File: src/rtl/imem_loader_pkg.sv
// Shared types and constants for the instruction-memory loader.
// Optional feature macro: IMEM_LOADER_CHECKSUM_EN adds the CHK state.
package imem_loader_pkg;

  // Frame start marker on the byte stream.
  localparam logic [7:0] SYNC_BYTE = 8'hA5;

  // Byte position inside a 32-bit little-endian word.
  typedef logic [1:0] lane_t;
  localparam lane_t LAST_LANE = 2'd3;

`ifdef IMEM_LOADER_CHECKSUM_EN
  typedef enum logic [2:0] {
    ST_IDLE = 3'd0,
    ST_LEN0 = 3'd1,
    ST_LEN1 = 3'd2,
    ST_DATA = 3'd3,
    ST_CHK  = 3'd4,
    ST_DONE = 3'd5,
    ST_ERR  = 3'd6
  } state_e;
`else
  typedef enum logic [2:0] {
    ST_IDLE = 3'd0,
    ST_LEN0 = 3'd1,
    ST_LEN1 = 3'd2,
    ST_DATA = 3'd3,
    ST_DONE = 3'd5,
    ST_ERR  = 3'd6
  } state_e;
`endif

  // True while a frame is being received (header, payload or checksum).
  function automatic logic state_is_busy(input state_e s);
    logic b;
    b = (s == ST_LEN0) || (s == ST_LEN1) || (s == ST_DATA);
`ifdef IMEM_LOADER_CHECKSUM_EN
    b = b || (s == ST_CHK);
`endif
    return b;
  endfunction

  // States in which a sync byte starts a new frame.
  function automatic logic state_accepts_sync(input state_e s);
    return (s == ST_IDLE) || (s == ST_DONE) || (s == ST_ERR);
  endfunction

endpackage

File: src/rtl/imem_word_packer.sv
// Assembles accepted bytes into 32-bit little-endian words.
// word_valid_o pulses for one cycle after the fourth byte of a word;
// word_o holds the last assembled word until the next one completes.
module imem_word_packer
  import imem_loader_pkg::*;
(
  input  logic        clk,
  input  logic        rst_n,
  input  logic        clear_i,
  input  logic        byte_valid_i,
  input  logic [7:0]  byte_i,
  output logic [1:0]  lane_o,
  output logic        word_valid_o,
  output logic [31:0] word_o
);

  lane_t       lane_q, lane_d;
  logic [23:0] acc_q, acc_d;
  logic [31:0] word_q, word_d;
  logic        word_valid_q, word_valid_d;

  // Next-state: clear restarts at lane 0; fourth byte completes the word.
  always_comb begin
    lane_d       = lane_q;
    acc_d        = acc_q;
    word_d       = word_q;
    word_valid_d = 1'b0;
    if (clear_i) begin
      lane_d = '0;
      acc_d  = '0;
    end else if (byte_valid_i) begin
      case (lane_q)
        2'd0:    acc_d[7:0]   = byte_i;
        2'd1:    acc_d[15:8]  = byte_i;
        2'd2:    acc_d[23:16] = byte_i;
        default: begin
          word_d       = {byte_i, acc_q};
          word_valid_d = 1'b1;
        end
      endcase
      lane_d = lane_q + 2'd1;
    end
  end

  // Packer registers.
  always_ff @(posedge clk or negedge rst_n) begin
    if (!rst_n) begin
      lane_q       <= '0;
      acc_q        <= '0;
      word_q       <= '0;
      word_valid_q <= 1'b0;
    end else begin
      lane_q       <= lane_d;
      acc_q        <= acc_d;
      word_q       <= word_d;
      word_valid_q <= word_valid_d;
    end
  end

  assign lane_o       = lane_q;
  assign word_valid_o = word_valid_q;
  assign word_o       = word_q;

endmodule

File: src/rtl/imem_loader.sv
// Byte-stream instruction-memory loader.
// Frame: 0xA5, N (16-bit LE), N words of 4 bytes LE, written to imem
// from word address BASE_WORD upward while the CPU is held in reset.
// Handshake: a byte moves when s_valid and s_ready are both 1 at a rising
// clk edge; s_ready is 1 whenever reset is released (no backpressure).
// Optional macro IMEM_LOADER_CHECKSUM_EN: a trailing XOR checksum byte is
// verified in CHK before the CPU is released.
// The FSM state is visible as state_q for debug and checkers.
module imem_loader
  import imem_loader_pkg::*;
#(
  parameter int ADDR_W    = 10,
  parameter int BASE_WORD = 0
) (
  input  logic              clk,
  input  logic              rst,
  input  logic              s_valid,
  input  logic [7:0]        s_data,
  output logic              s_ready,
  output logic              imem_we,
  output logic [ADDR_W-1:0] imem_addr,
  output logic [31:0]       imem_wdata,
  output logic              cpu_rst,
  output logic              busy,
  output logic              done,
  output logic              error
);

  // Largest word count that still fits between BASE_WORD and the top.
  localparam logic [31:0]       MAX_WORDS = (32'd1 << ADDR_W) - 32'(BASE_WORD);
  localparam logic [ADDR_W-1:0] BASE_ADDR = ADDR_W'(BASE_WORD);

  state_e            state_q, state_d;
  logic              s_ready_q;
  logic [7:0]        len_lo_q, len_lo_d;
  logic [15:0]       words_left_q, words_left_d;
  logic [ADDR_W-1:0] addr_cnt_q, addr_cnt_d;
  logic [ADDR_W-1:0] imem_addr_q, imem_addr_d;
  logic              cpu_rst_q, cpu_rst_d;
`ifdef IMEM_LOADER_CHECKSUM_EN
  logic [7:0]        csum_q, csum_d;
  logic              csum_byte;
  logic              csum_match;
`endif

  logic        accept;
  logic        frame_start;
  logic        data_byte;
  logic        word_last_byte;
  logic        frame_last_byte;
  logic [15:0] len_full;
  logic        len_bad;
  logic [1:0]  lane;
  logic        word_valid;
  logic [31:0] word;

  // Decode of the current byte against the current state.
  always_comb begin
    accept          = s_valid && s_ready_q;
    frame_start     = accept && (s_data == SYNC_BYTE) && state_accepts_sync(state_q);
    data_byte       = accept && (state_q == ST_DATA);
    word_last_byte  = data_byte && (lane == LAST_LANE);
    frame_last_byte = word_last_byte && (words_left_q == 16'd1);
    len_full        = {s_data, len_lo_q};
    len_bad         = (len_full == 16'd0) || (32'(len_full) > MAX_WORDS);
  end

`ifdef IMEM_LOADER_CHECKSUM_EN
  // Checksum byte arrives in CHK and is compared with the running XOR.
  always_comb begin
    csum_byte  = accept && (state_q == ST_CHK);
    csum_match = (s_data == csum_q);
  end
`endif

  // FSM next state. Sync bytes inside a frame are ordinary data.
  always_comb begin
    state_d = state_q;
    case (state_q)
      ST_IDLE, ST_DONE, ST_ERR: if (frame_start) state_d = ST_LEN0;
      ST_LEN0: if (accept) state_d = ST_LEN1;
      ST_LEN1: if (accept) state_d = len_bad ? ST_ERR : ST_DATA;
`ifdef IMEM_LOADER_CHECKSUM_EN
      ST_DATA: if (frame_last_byte) state_d = ST_CHK;
      ST_CHK:  if (csum_byte) state_d = csum_match ? ST_DONE : ST_ERR;
`else
      ST_DATA: if (frame_last_byte) state_d = ST_DONE;
`endif
      default: state_d = ST_IDLE;
    endcase
  end

  // Datapath next state: length capture, word counting, address, CPU hold.
  always_comb begin
    len_lo_d     = len_lo_q;
    words_left_d = words_left_q;
    addr_cnt_d   = addr_cnt_q;
    imem_addr_d  = imem_addr_q;
    cpu_rst_d    = cpu_rst_q;

    if (accept && (state_q == ST_LEN0)) len_lo_d = s_data;

    if (accept && (state_q == ST_LEN1)) words_left_d = len_full;
    else if (word_last_byte)            words_left_d = words_left_q - 16'd1;

    if (frame_start)         addr_cnt_d = BASE_ADDR;
    else if (word_last_byte) addr_cnt_d = addr_cnt_q + 1'b1;

    // Address is registered alongside the packer's word so both line up
    // with the write strobe in the following cycle.
    if (word_last_byte) imem_addr_d = addr_cnt_q;

    // Hold the CPU from frame start; release one cycle into DONE so the
    // final write completes first. ERR never releases.
    if (frame_start)               cpu_rst_d = 1'b1;
    else if (state_q == ST_DONE)   cpu_rst_d = 1'b0;
`ifdef IMEM_LOADER_CHECKSUM_EN
    else if (csum_byte && csum_match) cpu_rst_d = 1'b0;
`endif
  end

`ifdef IMEM_LOADER_CHECKSUM_EN
  // Running XOR of every payload byte of the current frame.
  always_comb begin
    csum_d = csum_q;
    if (frame_start)    csum_d = 8'h00;
    else if (data_byte) csum_d = csum_q ^ s_data;
  end
`endif

  // State and datapath registers.
  always_ff @(posedge clk or negedge rst) begin
    if (!rst) begin
      state_q      <= ST_IDLE;
      s_ready_q    <= 1'b0;
      len_lo_q     <= '0;
      words_left_q <= '0;
      addr_cnt_q   <= '0;
      imem_addr_q  <= '0;
      cpu_rst_q    <= 1'b1;
    end else begin
      state_q      <= state_d;
      s_ready_q    <= 1'b1;
      len_lo_q     <= len_lo_d;
      words_left_q <= words_left_d;
      addr_cnt_q   <= addr_cnt_d;
      imem_addr_q  <= imem_addr_d;
      cpu_rst_q    <= cpu_rst_d;
    end
  end

`ifdef IMEM_LOADER_CHECKSUM_EN
  // Checksum accumulator register.
  always_ff @(posedge clk or negedge rst) begin
    if (!rst) csum_q <= 8'h00;
    else      csum_q <= csum_d;
  end
`endif

  imem_word_packer u_packer (
    .clk          (clk),
    .rst_n        (rst),
    .clear_i      (frame_start),
    .byte_valid_i (data_byte),
    .byte_i       (s_data),
    .lane_o       (lane),
    .word_valid_o (word_valid),
    .word_o       (word)
  );

  assign s_ready    = s_ready_q;
  assign imem_we    = word_valid;
  assign imem_addr  = imem_addr_q;
  assign imem_wdata = word;
  assign cpu_rst    = cpu_rst_q;
  assign busy       = state_is_busy(state_q);
  assign done       = (state_q == ST_DONE);
  assign error      = (state_q == ST_ERR);

endmodule

File: config.mk
export PLATFORM = sky130hd
export DESIGN_NAME = imem_loader
export DESIGN_NICKNAME = d
export VERILOG_FILES = /design/src/rtl/imem_loader_pkg.sv /design/src/rtl/imem_word_packer.sv /design/src/rtl/imem_loader.sv
export SDC_FILE = /design/constraint.sdc
export NUM_CORES = 1
export LEC_CHECK = 0
export ABC_CLOCK_PERIOD_IN_PS = 2100
export CAP_MARGIN = 10
export CORE_UTILIZATION = 55
export CTS_BUF_LIST = sky130_fd_sc_hd__clkbuf_8 sky130_fd_sc_hd__clkbuf_16
export CTS_CLUSTER_DIAMETER = 40
export DETAILED_ROUTE_END_ITERATION = 7
export GPL_TIMING_DRIVEN = 0
export PLACE_DENSITY = 0.79
export SLEW_MARGIN = 20
export SYNTH_ARGS = -nofsm -noshare
export SYNTH_HDL_FRONTEND = slang
export SYNTH_SLANG_ARGS = --single-unit
export TNS_END_PERCENT = 10
File: constraint.sdc
create_clock -name clk -period 2.1 [get_ports clk]
set_input_delay 0.315 -clock clk [delete_from_list [all_inputs] [get_ports clk]]
set_output_delay 0.315 -clock clk [all_outputs]
set_load 0.01 [all_outputs]
==> impl_metrics.ini <==
[hold_path]
hold_start = s_data[3]
hold_end = u_packer.word_o[27]
hold_path_depth = 3
hp-class = in -> reg

[route]
drc = 0
drtPass1Iterations = 5
antenna_left = 0
vias = 4087
drt_iter0_drc = 337
via_per_inst = 5.80
totalWireLength_microns = 11200
wl_per_cell_microns = 15.9

[timing]
skew_ns = 0.0179
tightest_slew_ns = 0.613
setup_viol = 0
finalHoldViolCount = 0
maxSlewHeadroom = 0.588
fmax_ghz = 0.501
drv_slew = 0
min_period_over_period = 0.950
period_minus_slack_ns = 1.99
whs_ns = 0.179
rsz0062_at_grt = true

[pwr]
total_power_mw = 6.92
power_density_mw_per_mm2 = 1170
ir_worst_vdd_mv = 0.742
p_leak_nw = 2.82

[placed_design]
dp_hpwl_microns = 7850
io_buffers = 53
place_inst = 688
gp_congestion = 0.878

[global_routing]
antenna_found_initial = 0
grt_pass1_wl_microns = 19200
gr-usage-all-layers = 0.255
first_global_vias = 3999
grt_remaining_overflow = 0
grt_max_degree = 74

[worst_setup_path]
r2r-end = state_q[1]
timing.rr.start = words_left_q[10]
reg2regPathDepth = 4
cp-start-kind = flip-flop
path_cells = or4_1 -> nor4_2 -> a41oi_1 -> a2bb2oi_1
critPathSlowestCell = or4_1
arrival_ns = 2.27
worstPathMaxFanout = 6
r2r_setup_slack_ns = 0.11
worst-path-stages = 4
crit_type = reg -> reg
worstPathRequired_ns = 2.37
path_buf_inv = 0
worstSetupEndpointType = flip-flop
cp_slowest_stage_delay_ns = 0.66
crit_family = simple AND/OR/NAND/NOR gates

[floorplan]
io_pins = 59
floorplan.initialDensity = 0.570
design.core.area_sq_mm = 0.00872
rows = 34
die_y_microns = 97.1
die_area_sq_mm = 0.00943
die_w_microns = 97.1

[yosys]
syn-num-nets = 544
synth.distinct_cells = 61
synth.cell_area_sq_mm = 0.00497
ys.warnings.count = 0
ys_ff_latch = 108
syn_inst = 526
synth_edf_count = 0
yosysSeqAreaShare = 0.544
ys.flop_type = dfrtp_1
async_reset_ff_frac = 1.00
avgSynthCellArea_sq_um = 9.46

[clock_tree]
h-tree-depth = 3
cts_tree = done
clock_path_buffers = 2
clock_sinks = 108
postCtsSetupBuffers = 0
clk_pin_slew_ns = 0.10
clock_latency_ns = 0.38
numCtsBuffers = 9
clock-root-buffer = clkbuf_8

[outcome]
status = finished, final reports clean

[layout]
mostFrequentLayoutCells = nand2_1, dfrtp_1, clkdlybuf4s50_1, a21oi_1, nand3_1
nets = 610
final_common_cell = nand2_1
fin_cells = 705
diodes = 0
drive_above_1_share = 0.109
area_delta_synth_final_pct = 18.7
nFillCells = 691

[run]
drv_cap = 0
==> power by group <==
group | leakage (nW) | internal (mW) | switching, mW
Sequential | 1.43 | 2.74 | 0.527
Clock | 0.107 | 0.596 | 0.744
Combinational | 1.28 | 1.14 | 1.17
==> worst register-to-register path: cells and delay by family (launching register included) <==
kind / cells / cell delay [ns]
AOI/OAI and AO/OA: 2 / 0.42
DFF: 1 / 0.40
and+or+nand+nor: 2 / 1.06
==> flip-flops by register name, summed over array words and instances, names as in the netlist <==
name	cells
addr_cnt_q	10
cpu_rst	1
imem_addr	10
len_lo_q	8
s_ready	1
state_q	3
u_packer.acc_q	24
u_packer.lane_o	2
u_packer.word_o	32
u_packer.word_valid_o	1
words_left_q	16
==> cells by family after synthesis <==
logic type / after synthesis / synth area share
compound gates: 71 / 0.0941
xor+xnor: 7 / 0.0123
fa+ha+maj: 7 / 0.0176
buf+inv: 39 / 0.0493
flops: 108 / 0.544
mux: 9 / 0.0204
other cells: 1 / 0.000754
simple gates: 284 / 0.262
==> through the flow <==
stage	area (sq um)	worst slack, ns	setup TNS (ns)	util
global placement	5640	-3.25	-364.66	0.647
floorplan	4970	0.355	0	-
global route	5900	-0.0212	-0.0212	0.677
finish	5900	0.105	0	0.677
detailed placement	5670	-0.370	-18.41	0.650
CTS	5890	0.0149	0	0.675
==> Yosys cell counts, types with 7 or more instances <==
cell type | n | share of area
a21oi_1 | 18 | 0.018
buf_2 | 12 | 0.012
dfrtp_1 | 107 | 0.54
ha_1 | 7 | 0.018
inv_1 | 8 | 0.0060
mux2_2 | 9 | 0.020
nand2_1 | 197 | 0.15
nand3_1 | 16 | 0.016
nand4_1 | 8 | 0.010
nor2_1 | 15 | 0.011
o211ai_1 | 8 | 0.012
o21ai_0 | 9 | 0.0091
o21ai_1 | 10 | 0.010
==> worst max-delay path by stage <==
stage,slack [ns],endpoint,startpoint
final,0.11,state_q[1],words_left_q[10]
after global placement,-3.25,u_packer.word_o[27],rst
after CTS,0.01,words_left_q[10],words_left_q[0]
after detailed placement,-0.37,u_packer.acc_q[8],s_data[6]
after global routing,-0.02,words_left_q[7],state_q[2]
after floorplan,0.36,words_left_q[10],words_left_q[0]
==> per-layer routing <==
layer  wire, microns  track usage  vias up
met5               0            0        -
met1            5000        0.338     2028
li1                -            -     1922
met3             532       0.0367       22
met4             238        0.111        0
met2            5470        0.419      115
==> what timing repair did <==
item                                   CTS  global route
setup endpoints to repair                3            64
resized for setup                        4             5
hold buffers                             1             0
endpoints found under the hold margin   34             0
==> final cells by class <==
class	instances	area, sq um	area share
inverter	10	42.5	0.00720
timing repair buffer	55	572	0.0968
clock inverter	6	70.1	0.0119
multi-input combinational	379	2030	0.345
buffer	29	209	0.0354
sequential	108	2700	0.458
tap	108	135	0.0229
clock buffer	10	138	0.0233
No activity file was read; power rests on OpenSTA's default activity.
